<file path="src/rtl/act_skew_feeder_pkg.sv">
// Shared constants and FSM encoding for the activation skew feeder and the pe array.
package act_skew_feeder_pkg;

   localparam int ACT_W  = 8;
   localparam int PSUM_W = 24;

   typedef enum logic [1:0] {
      ST_IDLE   = 2'd0,
      ST_STREAM = 2'd1,
      ST_DRAIN  = 2'd2
   } feeder_state_e;

endpackage

</file>
<file path="src/rtl/act_skew_feeder_skew_delay_line.sv">
// Fixed-depth shift chain for one PE row: data plus a valid bit, shifting every cycle.
module act_skew_feeder_skew_delay_line
   import act_skew_feeder_pkg::*;
#(
   parameter int DEPTH  = 1,
   parameter int DATA_W = ACT_W
) (
   input  logic              clock,
   input  logic              reset,
   input  logic [DATA_W-1:0] i_data,
   input  logic              i_valid,
   output logic [DATA_W-1:0] o_data,
   output logic              o_valid
);

   logic [DATA_W-1:0] data_q [DEPTH];
   logic [DATA_W-1:0] data_d [DEPTH];
   logic [DEPTH-1:0]  valid_q;
   logic [DEPTH-1:0]  valid_d;

   // Each stage takes the value of the stage before it; stage 0 takes the row input.
   always_comb begin
      data_d[0]  = i_data;
      valid_d[0] = i_valid;
      for (int i = 1; i < DEPTH; i++) begin
         data_d[i]  = data_q[i-1];
         valid_d[i] = valid_q[i-1];
      end
   end

   // Chain registers; reset discards anything in flight.
   always_ff @(posedge clock or negedge reset) begin
      if (!reset) begin
         for (int i = 0; i < DEPTH; i++) begin
            data_q[i] <= '0;
         end
         valid_q <= '0;
      end else begin
         data_q  <= data_d;
         valid_q <= valid_d;
      end
   end

   assign o_data  = data_q[DEPTH-1];
   assign o_valid = valid_q[DEPTH-1];

endmodule

</file>
<file path="src/rtl/act_skew_feeder.sv">
// Diagonal skew feeder: row r sees its element r cycles after row 0, then drains between tiles.
module act_skew_feeder
   import act_skew_feeder_pkg::*;
#(
   parameter int ROWS   = 4,
   parameter int DATA_W = ACT_W
) (
   input  logic                   clock,
   input  logic                   reset,
   input  logic                   i_valid,
   output logic                   o_ready,
   input  logic [ROWS*DATA_W-1:0] i_act,
   input  logic                   i_last,
   output logic [ROWS*DATA_W-1:0] o_act,
   output logic [ROWS-1:0]        o_act_valid,
   output logic                   o_busy,
   output logic                   o_done
);

   localparam int CNT_W = (ROWS > 1) ? $clog2(ROWS) : 1;

   feeder_state_e    state_q;
   feeder_state_e    state_d;
   logic [CNT_W-1:0] cnt_q;
   logic [CNT_W-1:0] cnt_d;
   logic             done_q;
   logic             done_d;
   logic             accept;

   assign accept  = i_valid && o_ready;
   assign o_ready = (state_q != ST_DRAIN);
   assign o_busy  = (state_q != ST_IDLE);
   assign o_done  = done_q;

   // Next state, drain countdown and the registered done pulse (fires when the count will read 0).
   always_comb begin
      state_d = state_q;
      cnt_d   = '0;
      case (state_q)
         ST_IDLE: begin
            if (accept) begin
               state_d = i_last ? ST_DRAIN : ST_STREAM;
            end
         end
         ST_STREAM: begin
            if (accept && i_last) begin
               state_d = ST_DRAIN;
            end
         end
         ST_DRAIN: begin
            if (cnt_q == '0) begin
               state_d = ST_IDLE;
            end
         end
         default: state_d = ST_IDLE;
      endcase
      if (state_d == ST_DRAIN) begin
         cnt_d = (state_q == ST_DRAIN) ? (cnt_q - CNT_W'(1)) : CNT_W'(ROWS - 1);
      end
      done_d = (state_d == ST_DRAIN) && (cnt_d == '0);
   end

   // FSM, counter and done registers.
   always_ff @(posedge clock or negedge reset) begin
      if (!reset) begin
         state_q <= ST_IDLE;
         cnt_q   <= '0;
         done_q  <= 1'b0;
      end else begin
         state_q <= state_d;
         cnt_q   <= cnt_d;
         done_q  <= done_d;
      end
   end

   // One delay line per row, depth r+1; idle cycles inject zero data with valid low.
   for (genvar r = 0; r < ROWS; r++) begin : g_row
      logic [DATA_W-1:0] head;
      assign head = accept ? i_act[r*DATA_W +: DATA_W] : '0;

      act_skew_feeder_skew_delay_line #(
         .DEPTH  (r + 1),
         .DATA_W (DATA_W)
      ) u_line (
         .clock   (clock),
         .reset   (reset),
         .i_data  (head),
         .i_valid (accept),
         .o_data  (o_act[r*DATA_W +: DATA_W]),
         .o_valid (o_act_valid[r])
      );
   end

endmodule
</file>
<file path="config.mk">
export PLATFORM = sky130hd
export DESIGN_NAME = act_skew_feeder
export DESIGN_NICKNAME = d
export VERILOG_FILES = /design/src/rtl/act_skew_feeder_pkg.sv /design/src/rtl/act_skew_feeder_skew_delay_line.sv /design/src/rtl/act_skew_feeder.sv
export SDC_FILE = /design/constraint.sdc
export NUM_CORES = 1
export LEC_CHECK = 0
export ABC_AREA = 1
export ABC_CLOCK_PERIOD_IN_PS = 1200
export CELL_PAD_IN_SITES_DETAIL_PLACEMENT = 1
export CELL_PAD_IN_SITES_GLOBAL_PLACEMENT = 2
export CORE_UTILIZATION = 31
export CTS_CLUSTER_DIAMETER = 200
export DETAILED_ROUTE_END_ITERATION = 12
export PLACE_DENSITY_LB_ADDON = 0.1
export REMOVE_ABC_BUFFERS = 1
export SLEW_MARGIN = 20
export SYNTH_ARGS = -nofsm -noshare
export SYNTH_HDL_FRONTEND = slang
export SYNTH_SLANG_ARGS = --single-unit
</file>
<file path="constraint.sdc">
create_clock -name clock -period 1.2 [get_ports clock]
set_input_delay 0.12 -clock clock [delete_from_list [all_inputs] [get_ports clock]]
set_output_delay 0.12 -clock clock [all_outputs]
set_load 0.1 [all_outputs]
</file>
* Word-level counts from Yosys, hierarchy flattened
Cells that the tools add are included.
** Storage, ports and cells
- Register bits after elaboration :: 95
- Word-level logic and storage cells :: 40
- Output and inout port bits :: 39
** Operators by class
- Add/subtract/negate cells :: 1
- Muxes and demuxes :: 11
- Reduce and logical (&&, ||, !) cells :: 7
- Equal/unequal tests :: 4
** Operators by type and width (count)
- $mux W8 :: 4
- $mux W2 :: 6
- $logic_not A2 Y1 :: 3
- $pmux W2 S3 :: 1
- $eq A2 B2 Y1 const B :: 2
- $logic_and A1 B1 Y1 :: 3
- $eq A2 B1 Y1 const B :: 1
- $ne A2 B2 Y1 const B :: 1
- $reduce_bool A2 Y1 :: 1
- $sub A2 B1 Y2 const B :: 1

* Logic depth before layout (Yosys ltp)
Gate-level depths: netlist (run 1).
- Depth in word-level cells :: 9
- Depth in mapped cells :: 5
- Mapped depth without buffers :: 5

* Modules after synthesis
From an unflattened synthesis (run 1), not the netlist that was laid out.
** Second synthesis, totals
- Cell total of the unflattened synthesis :: 183
- Area total of the unflattened synthesis :: 2770.2 sq um
** By module, submodules not included
- act_skew_feeder_skew_delay_line at g_row[3].u_line :: cells each 36, times used 1, area an instance 900.9 sq um
- act_skew_feeder_skew_delay_line at g_row[2].u_line :: cells each 27, times used 1, area an instance 675.6 sq um
- act_skew_feeder :: cells each 93, times used 1, area an instance 518.0 sq um
- act_skew_feeder_skew_delay_line at g_row[1].u_line :: cells each 18, times used 1, area an instance 450.4 sq um
- act_skew_feeder_skew_delay_line at g_row[0].u_line :: cells each 9, times used 1, area an instance 225.2 sq um

* Worst setup path before layout (run 1)
Ideal clock, no wire load.
- Path kind :: register -> output
- Start point :: reg state_q[1]
- End point :: out o_busy
- Data required time :: 1.080 ns
- Arrival time :: 1.124 ns
- Stages on the path, launching flop included :: 3
- Setup slack :: -0.044 ns
- Path buffers :: 0
- Cell sequence :: dfrtp_1 inv_1 nand2_1
** Between the ends
- Word-level cells in the longest chain between the ends :: 1
** RTL lines
- start: declaration :: RTL line act_skew_feeder.sv:22 : feeder_state_e state_q;
- start signal: assignment :: RTL line act_skew_feeder.sv:70 : state_q <= state_d;
- $reduce_bool A2 Y1 :: RTL line act_skew_feeder.sv:32 : assign o_busy = (state_q != ST_IDLE);
- end: declaration :: RTL line act_skew_feeder.sv:16 : output logic o_busy,
Every way passes these cells.

* Worst setup path in the final report (run 1)
Ends and elaborated chain as after synthesis.

==> results of run 1 <==
==> metrics by stage <==
stage                     TNS (ps)  utilization, %
final                        -4.17            50.8
after global routing          -113            50.8
after CTS                    -47.4            50.4
after detailed placement         0            47.4
after global placement           0            47.4
after floorplan              -43.9               -
==> registers in the layout, summed over array words and instances (netlist names) <==
| name | cells |
|---|---|
| state_q | 2 |
| g_row.u_line.valid_q | 4 |
| o_done | 1 |
| g_row.u_line.data_d | 48 |
| cnt_q | 2 |
| g_row.u_line.o_data | 32 |
==> cell usage after synthesis (all sizes together) <==
cell    count  area share [%]
dfrtp      89              84
nand3       1            0.19
nor2       34             4.9
nand2       4             1.1
buf         7             2.4
nand4       1            0.24
o21ai       1            0.19
ha          1            0.47
nand3b      1            0.28
a21oi       4            0.76
inv        38             5.4
==> per-layer routing <==
layer | routed length (um) | vias to the layer above | track usage, % | share of wire (%)
li1 | - | 695 | - | -
met5 | 0 | - | 0 | 0
met1 | 1810 | 716 | 13.0 | 39
met2 | 2420 | 49 | 18.4 | 52
met3 | 335 | 7 | 4.99 | 7.2
met4 | 77 | 0 | 7.58 | 1.7
==> worst max-delay path by stage <==
stage / startpoint / end / depth (start not counted)
2_1_floorplan: state_q[1] / o_busy / 2
3_3_place_gp: i_valid / o_done / 3
3_5_place_dp: i_valid / g_row[2].u_line.data_d[14] / 4
4_1_cts: state_q[1] / o_busy / 3
5_1_grt: state_q[1] / o_busy / 3
6_report: state_q[1] / o_busy / 3
==> cell type report <==
class,count,share of cell area (%)
Timing Repair Buffer,84,30.1
Tap cell,105,3.13
Multi-Input combinational cell,47,5.43
Clock inverter,5,1.49
Inverter,38,3.40
Sequential cell,89,53.1
Clock buffer,11,3.37
==> cell usage in the layout, fill, tap and decap left out, types with 2 or more instances in the layout <==
master / netlist / layout
clkbuf_8: 0 / 10
inv_1: 37 / 36
inv_2: 1 / 2
a21oi_1: 4 / 4
buf_12: 0 / 42
nor2_1: 33 / 33
clkinvlp_4: 0 / 2
dfrtp_1: 89 / 89
buf_4: 4 / 6
clkdlybuf4s50_1: 0 / 34
==> logic make-up after synthesis <==
kind of cell	share of synthesized area, %
compound gates	0.944
buf+inv	7.79
simple gates	6.75
flops	84.0
fa+ha+maj	0.472
==> worst max-delay path: stages (launching register included) <==
cell	delay, ps
dfrtp_1	430
inv_2	80
nand2_2	60
buf_12	160
==> timing repair <==
action | in CTS | in global routing
endpoints found under the hold margin | 89 | 0
gates resized for setup | 2 | 1
hold buffers | 1 | 0
buffers inserted | 4 | 0
setup endpoints to repair | 2 | 3
pin swaps | 1 | 0
gates cloned | 0 | 1
==> power by group <==
group / total [W] / switching (W) / internal, W
Clock: 0.00205 / 0.00101 / 0.00103
Combinational: 0.00161 / 0.00101 / 0.000606
Sequential: 0.00333 / 0.000115 / 0.00322
Total: 0.00699 / 0.00214 / 0.00485
==> flow_metrics.py, run 1 <==
metrics = {
    "clocking": {
        "clock_latency_ps": 340,
        "clock_path_buffers": 2,
        "numCtsBuffers": 9,
        "ctsHtreeMaxLevel": 3,
        "clockRootBuffer": "clkbuf_8",
        "tritoncts": "yes",
        "path_clk_slew_ps": 90,
        "clkSinkCount": 89,
    },
    "routing": {
        "wl_mm": 4.65,
        "ant_nets": 0,
        "vias": 1467,
        "drc": 0,
        "wl_per_cell_um": 12.3,
        "drtIter0Drc": 9,
        "viasPerCell": 3.87,
        "drt_first_pass_iters": 4,
    },
    "placed_design": {
        "hpwl_mm": 3.01,
        "gp_congestion": 0.753,
        "placed_cell_area_sq_mm": 0.00391,
        "dp.cells": 357,
        "io_buffers": 74,
        "dp_slack_ps": 48.8,
    },
    "layout": {
        "fin_nets": 306,
        "stdcell_area_sq_mm": 0.00419,
        "nFillCells": 815,
        "final_cells": 379,
        "diodes": 0,
        "regArea_sq_mm": 0.00223,
        "syn2layout_area_growth_pct": 58.3,
        "multi_input_area_sq_um": 228,
        "drive_above_1_share_pct": 25.5,
    },
    "synthesis": {
        "ys_seq_area_share_pct": 84.0,
        "synth.distinct_cells": 15,
        "netlist_instances": 181,
        "ys_seq_elements": 89,
        "syn-cell-area_sq_mm": 0.00265,
        "yosysWarnings": 0,
        "avgSynthCellArea_sq_um": 14.6,
    },
    "global_routing": {
        "grt_pass1_vias": 1531,
        "antenna_found_initial": 0,
        "globalRouteTotalUtil_pct": 11.7,
        "grt_pass1_wl_mm": 7.40,
        "grt_max_degree": 56,
        "gr-total-overflow": 0,
    },
    "sta": {
        "slew_violations": 0,
        "tightest_slew_ps": 391,
        "period_share_pct": 100,
        "hold_ws_ps": 111,
        "finalSetupViolations": 1,
        "setup_slack_ps": -4.17,
        "final_hold_viol_count": 0,
        "fin_skew_ps": 9.38,
        "max_clock_freq_ghz": 0.830,
        "finalCriticalPeriod_ps": 1200,
        "relSlewSlack_pct": 74.0,
        "grt_setup_unrepaired": "true",
    },
    "outcome": {
        "status": "finished, violations left",
        "violations": "setup timing",
    },
    "floorplanning": {
        "rows": 33,
        "initial_core_util_pct": 32.1,
        "die_w_um": 94.5,
        "num_io_pins": 75,
        "core_sq_mm": 0.00826,
        "dieArea_sq_mm": 0.00892,
        "die-height_um": 94.5,
    },
    "critical_path": {
        "start_kind": "flip-flop",
        "r2r_setup_slack_ps": 70,
        "worst_setup_path_end_kind": "output pin",
        "worst-path-max-fanout": 3,
        "critical_path_class": "reg -> out",
        "cp.arrival_ps": 1080,
        "reg2reg_from": "state_q[0]",
        "cp.required_ps": 1080,
        "r2r_end": "g_row[1].u_line.data_d[5]",
        "r2r_cells": 6,
    },
    "pwr": {
        "p_per_area_mw_per_mm2": 1670,
        "p_total_w": 0.00699,
        "p_leak_nw": 2.10,
        "peakVddDrop_mv": 0.537,
    },
    "min_path": {
        "hp-class": "in -> async",
    },
    "job": {
        "maxCapViolCount": 0,
    },
}
Note: power is estimated with default switching activity, not from simulation.
==> inputs of run 2 (changes only) <==
- CELL_PAD_IN_SITES_DETAIL_PLACEMENT: 1 -> default
- CELL_PAD_IN_SITES_GLOBAL_PLACEMENT: 2 -> default
- CORE_UTILIZATION: 31 -> 45
- PLACE_DENSITY: default -> 0.76
- PLACE_DENSITY_LB_ADDON: 0.1 -> default
==> run 2 against run 1 <==
  * The run still ends with setup timing left
  * Hold slack improved by 67 ps
  * Combinational power fell by 4%
  * Core utilization rose by 22 points
  * Global-route usage rose by 5.2 points
  * Count of clock-buffer cells in the layout fell by 1
  * Clock power fell by 9%
  * Design area fell by 2.9%
  * Register-to-register slack improved by 60 ps
  * Maximum frequency rose by 0.19%
  * Critical path type unchanged
  * Largest cell class unchanged
  * Highest routed layer unchanged
==> flow_metrics.py, run 2 (synthesized netlist as in run 1, its figures left out) <==
metrics = {
    "outcome": {
        "status": "finished, violations left",
        "violations": "setup timing",
    },
    "sta": {
        "tns_ps": -1.89,
        "fin_skew_ps": 5.83,
        "finalSetupViolations": 1,
        "grt_setup_unrepaired": "true",
        "tightest_slew_ps": 354,
        "relSlewSlack_pct": 76.4,
        "finalCriticalPeriod_ps": 1200,
        "period_share_pct": 100,
        "final_hold_viol_count": 0,
        "max_clock_freq_ghz": 0.832,
        "slew_violations": 0,
        "setup_slack_ps": -1.89,
    },
    "layout": {
        "multi_input_area_sq_um": 219,
        "regArea_sq_mm": 0.00223,
        "drive_above_1_share_pct": 24.4,
        "layout_commonest_cell": "dfrtp_1",
        "diodes": 0,
        "fin_nets": 303,
        "fin_util_pct": 72.6,
        "syn2layout_area_growth_pct": 53.7,
        "final_cell_mix": "dfrtp_1, buf_12, inv_1, clkdlybuf4s50_1, nor2_1",
        "nFillCells": 345,
        "largest_reg_flops": 48,
    },
    "floorplanning": {
        "die_w_um": 78.7,
        "die-height_um": 78.7,
        "initial_core_util_pct": 47.3,
        "rows": 27,
        "num_io_pins": 75,
        "core_sq_mm": 0.00561,
        "dieArea_sq_mm": 0.00620,
    },
    "clocking": {
        "clock_path_buffers": 2,
        "path_clk_slew_ps": 80,
        "tritoncts": "yes",
        "clock_latency_ps": 340,
        "numCtsBuffers": 9,
        "ctsHtreeMaxLevel": 3,
        "clkSinkCount": 89,
        "clockRootBuffer": "clkbuf_8",
    },
    "min_path": {
        "hp-class": "in -> async",
    },
    "routing": {
        "route.met3.wl_um": 333,
        "drt_first_pass_iters": 3,
        "wl_per_cell_um": 12.5,
        "wl_met2_mm": 2.35,
        "drtIter0Drc": 48,
        "viasPerCell": 4.25,
        "wl_mm": 4.29,
        "routed.top_layer": "met4",
        "drc": 0,
        "ant_nets": 0,
        "vias": 1453,
        "routedLengthMet1_mm": 1.53,
    },
    "critical_path": {
        "start_kind": "flip-flop",
        "cp.arrival_ps": 1080,
        "worst-path-max-fanout": 3,
        "critical_path_class": "reg -> out",
        "worst_setup_path_end_kind": "output pin",
        "cp.required_ps": 1080,
    },
    "pwr": {
        "p_per_area_mw_per_mm2": 1660,
        "p_total_w": 0.00676,
        "peakVddDrop_mv": 1.13,
        "p_leak_nw": 2.06,
    },
    "global_routing": {
        "globalRouteTotalUtil_pct": 16.9,
        "grt_pass1_wl_mm": 7.45,
        "grt_pass1_vias": 1601,
        "grt_max_degree": 34,
        "gr-total-overflow": 0,
        "antenna_found_initial": 0,
    },
    "placed_design": {
        "hpwl_mm": 3.18,
        "io_buffers": 74,
        "gp_congestion": 0.638,
    },
    "job": {
        "maxCapViolCount": 0,
    },
}
-- run 2: critical path, cell delays in order (launching register included) --
cell and delay (ps):
dfrtp_1 430, inv_2 80, nand2_2 60, buf_12 170
-- run 2: routing by layer --
| layer | vias up | GRT usage [%] |
|---|---|---|
| li1 | 682 | - |
| met1 | 704 | 18.3 |
| met2 | 58 | 28.7 |
| met3 | 9 | 7.82 |
| met4 | 0 | 6.67 |
| met5 | - | 0 |
-- run 2: power breakdown --
group          switching (W)  leakage (nW)  internal [W]
Sequential          0.000122          1.16       0.00322
Clock               0.000923        0.0844      0.000946
Combinational       0.000990         0.821      0.000563
Total                0.00204          2.06       0.00473
-- run 2: path summary, 6_finish.rpt --
check / slack (ps) / startpoint / end / cells past startpoint
worst min register to register: 350 / g_row[1].u_line.data_d[1] / g_row[1].u_line.o_data[1] / 0
worst max-delay path: -2 / state_q[1] / o_busy / 3
max in group asynchronous: 530 / reset / state_q[0] / 3
worst max register to register: 130 / state_q[0] / g_row[3].u_line.data_d[23] / 4
worst min-delay path: 180 / reset / g_row[3].u_line.data_d[14] / 2
min in group clock: 290 / i_act[0] / g_row[0].u_line.o_data[0] / 3
-- run 2: per-stage QoR --
step	area [sq um]	hold WS, ps	cells	worst slack [ps]
5_1_grt	4070	177	342	-52.7
6_report	4070	178	342	-1.89
2_1_floorplan	2590	-176	174	-43.9
4_1_cts	4070	166	342	-16.9
3_5_place_dp	3850	-9.60	323	-35.5
3_3_place_gp	3850	-10.9	323	61.3
-- run 2: what timing repair did --
action | CTS | global route
buffers inserted | 3 | 0
endpoints found under the hold margin | 89 | 0
resized for setup | 2 | 0
pin swaps | 1 | 0
hold buffers | 1 | 0
endpoints found under the setup margin | 2 | 2
-- run 2: area by class of cell --
class	count	area share (%)
clock buffer	10	3.13
clock inverter	5	1.41
inverter	38	3.50
multi-input combinational	47	5.38
sequential	89	54.7
tap	72	2.21
timing repair buffer	81	29.7
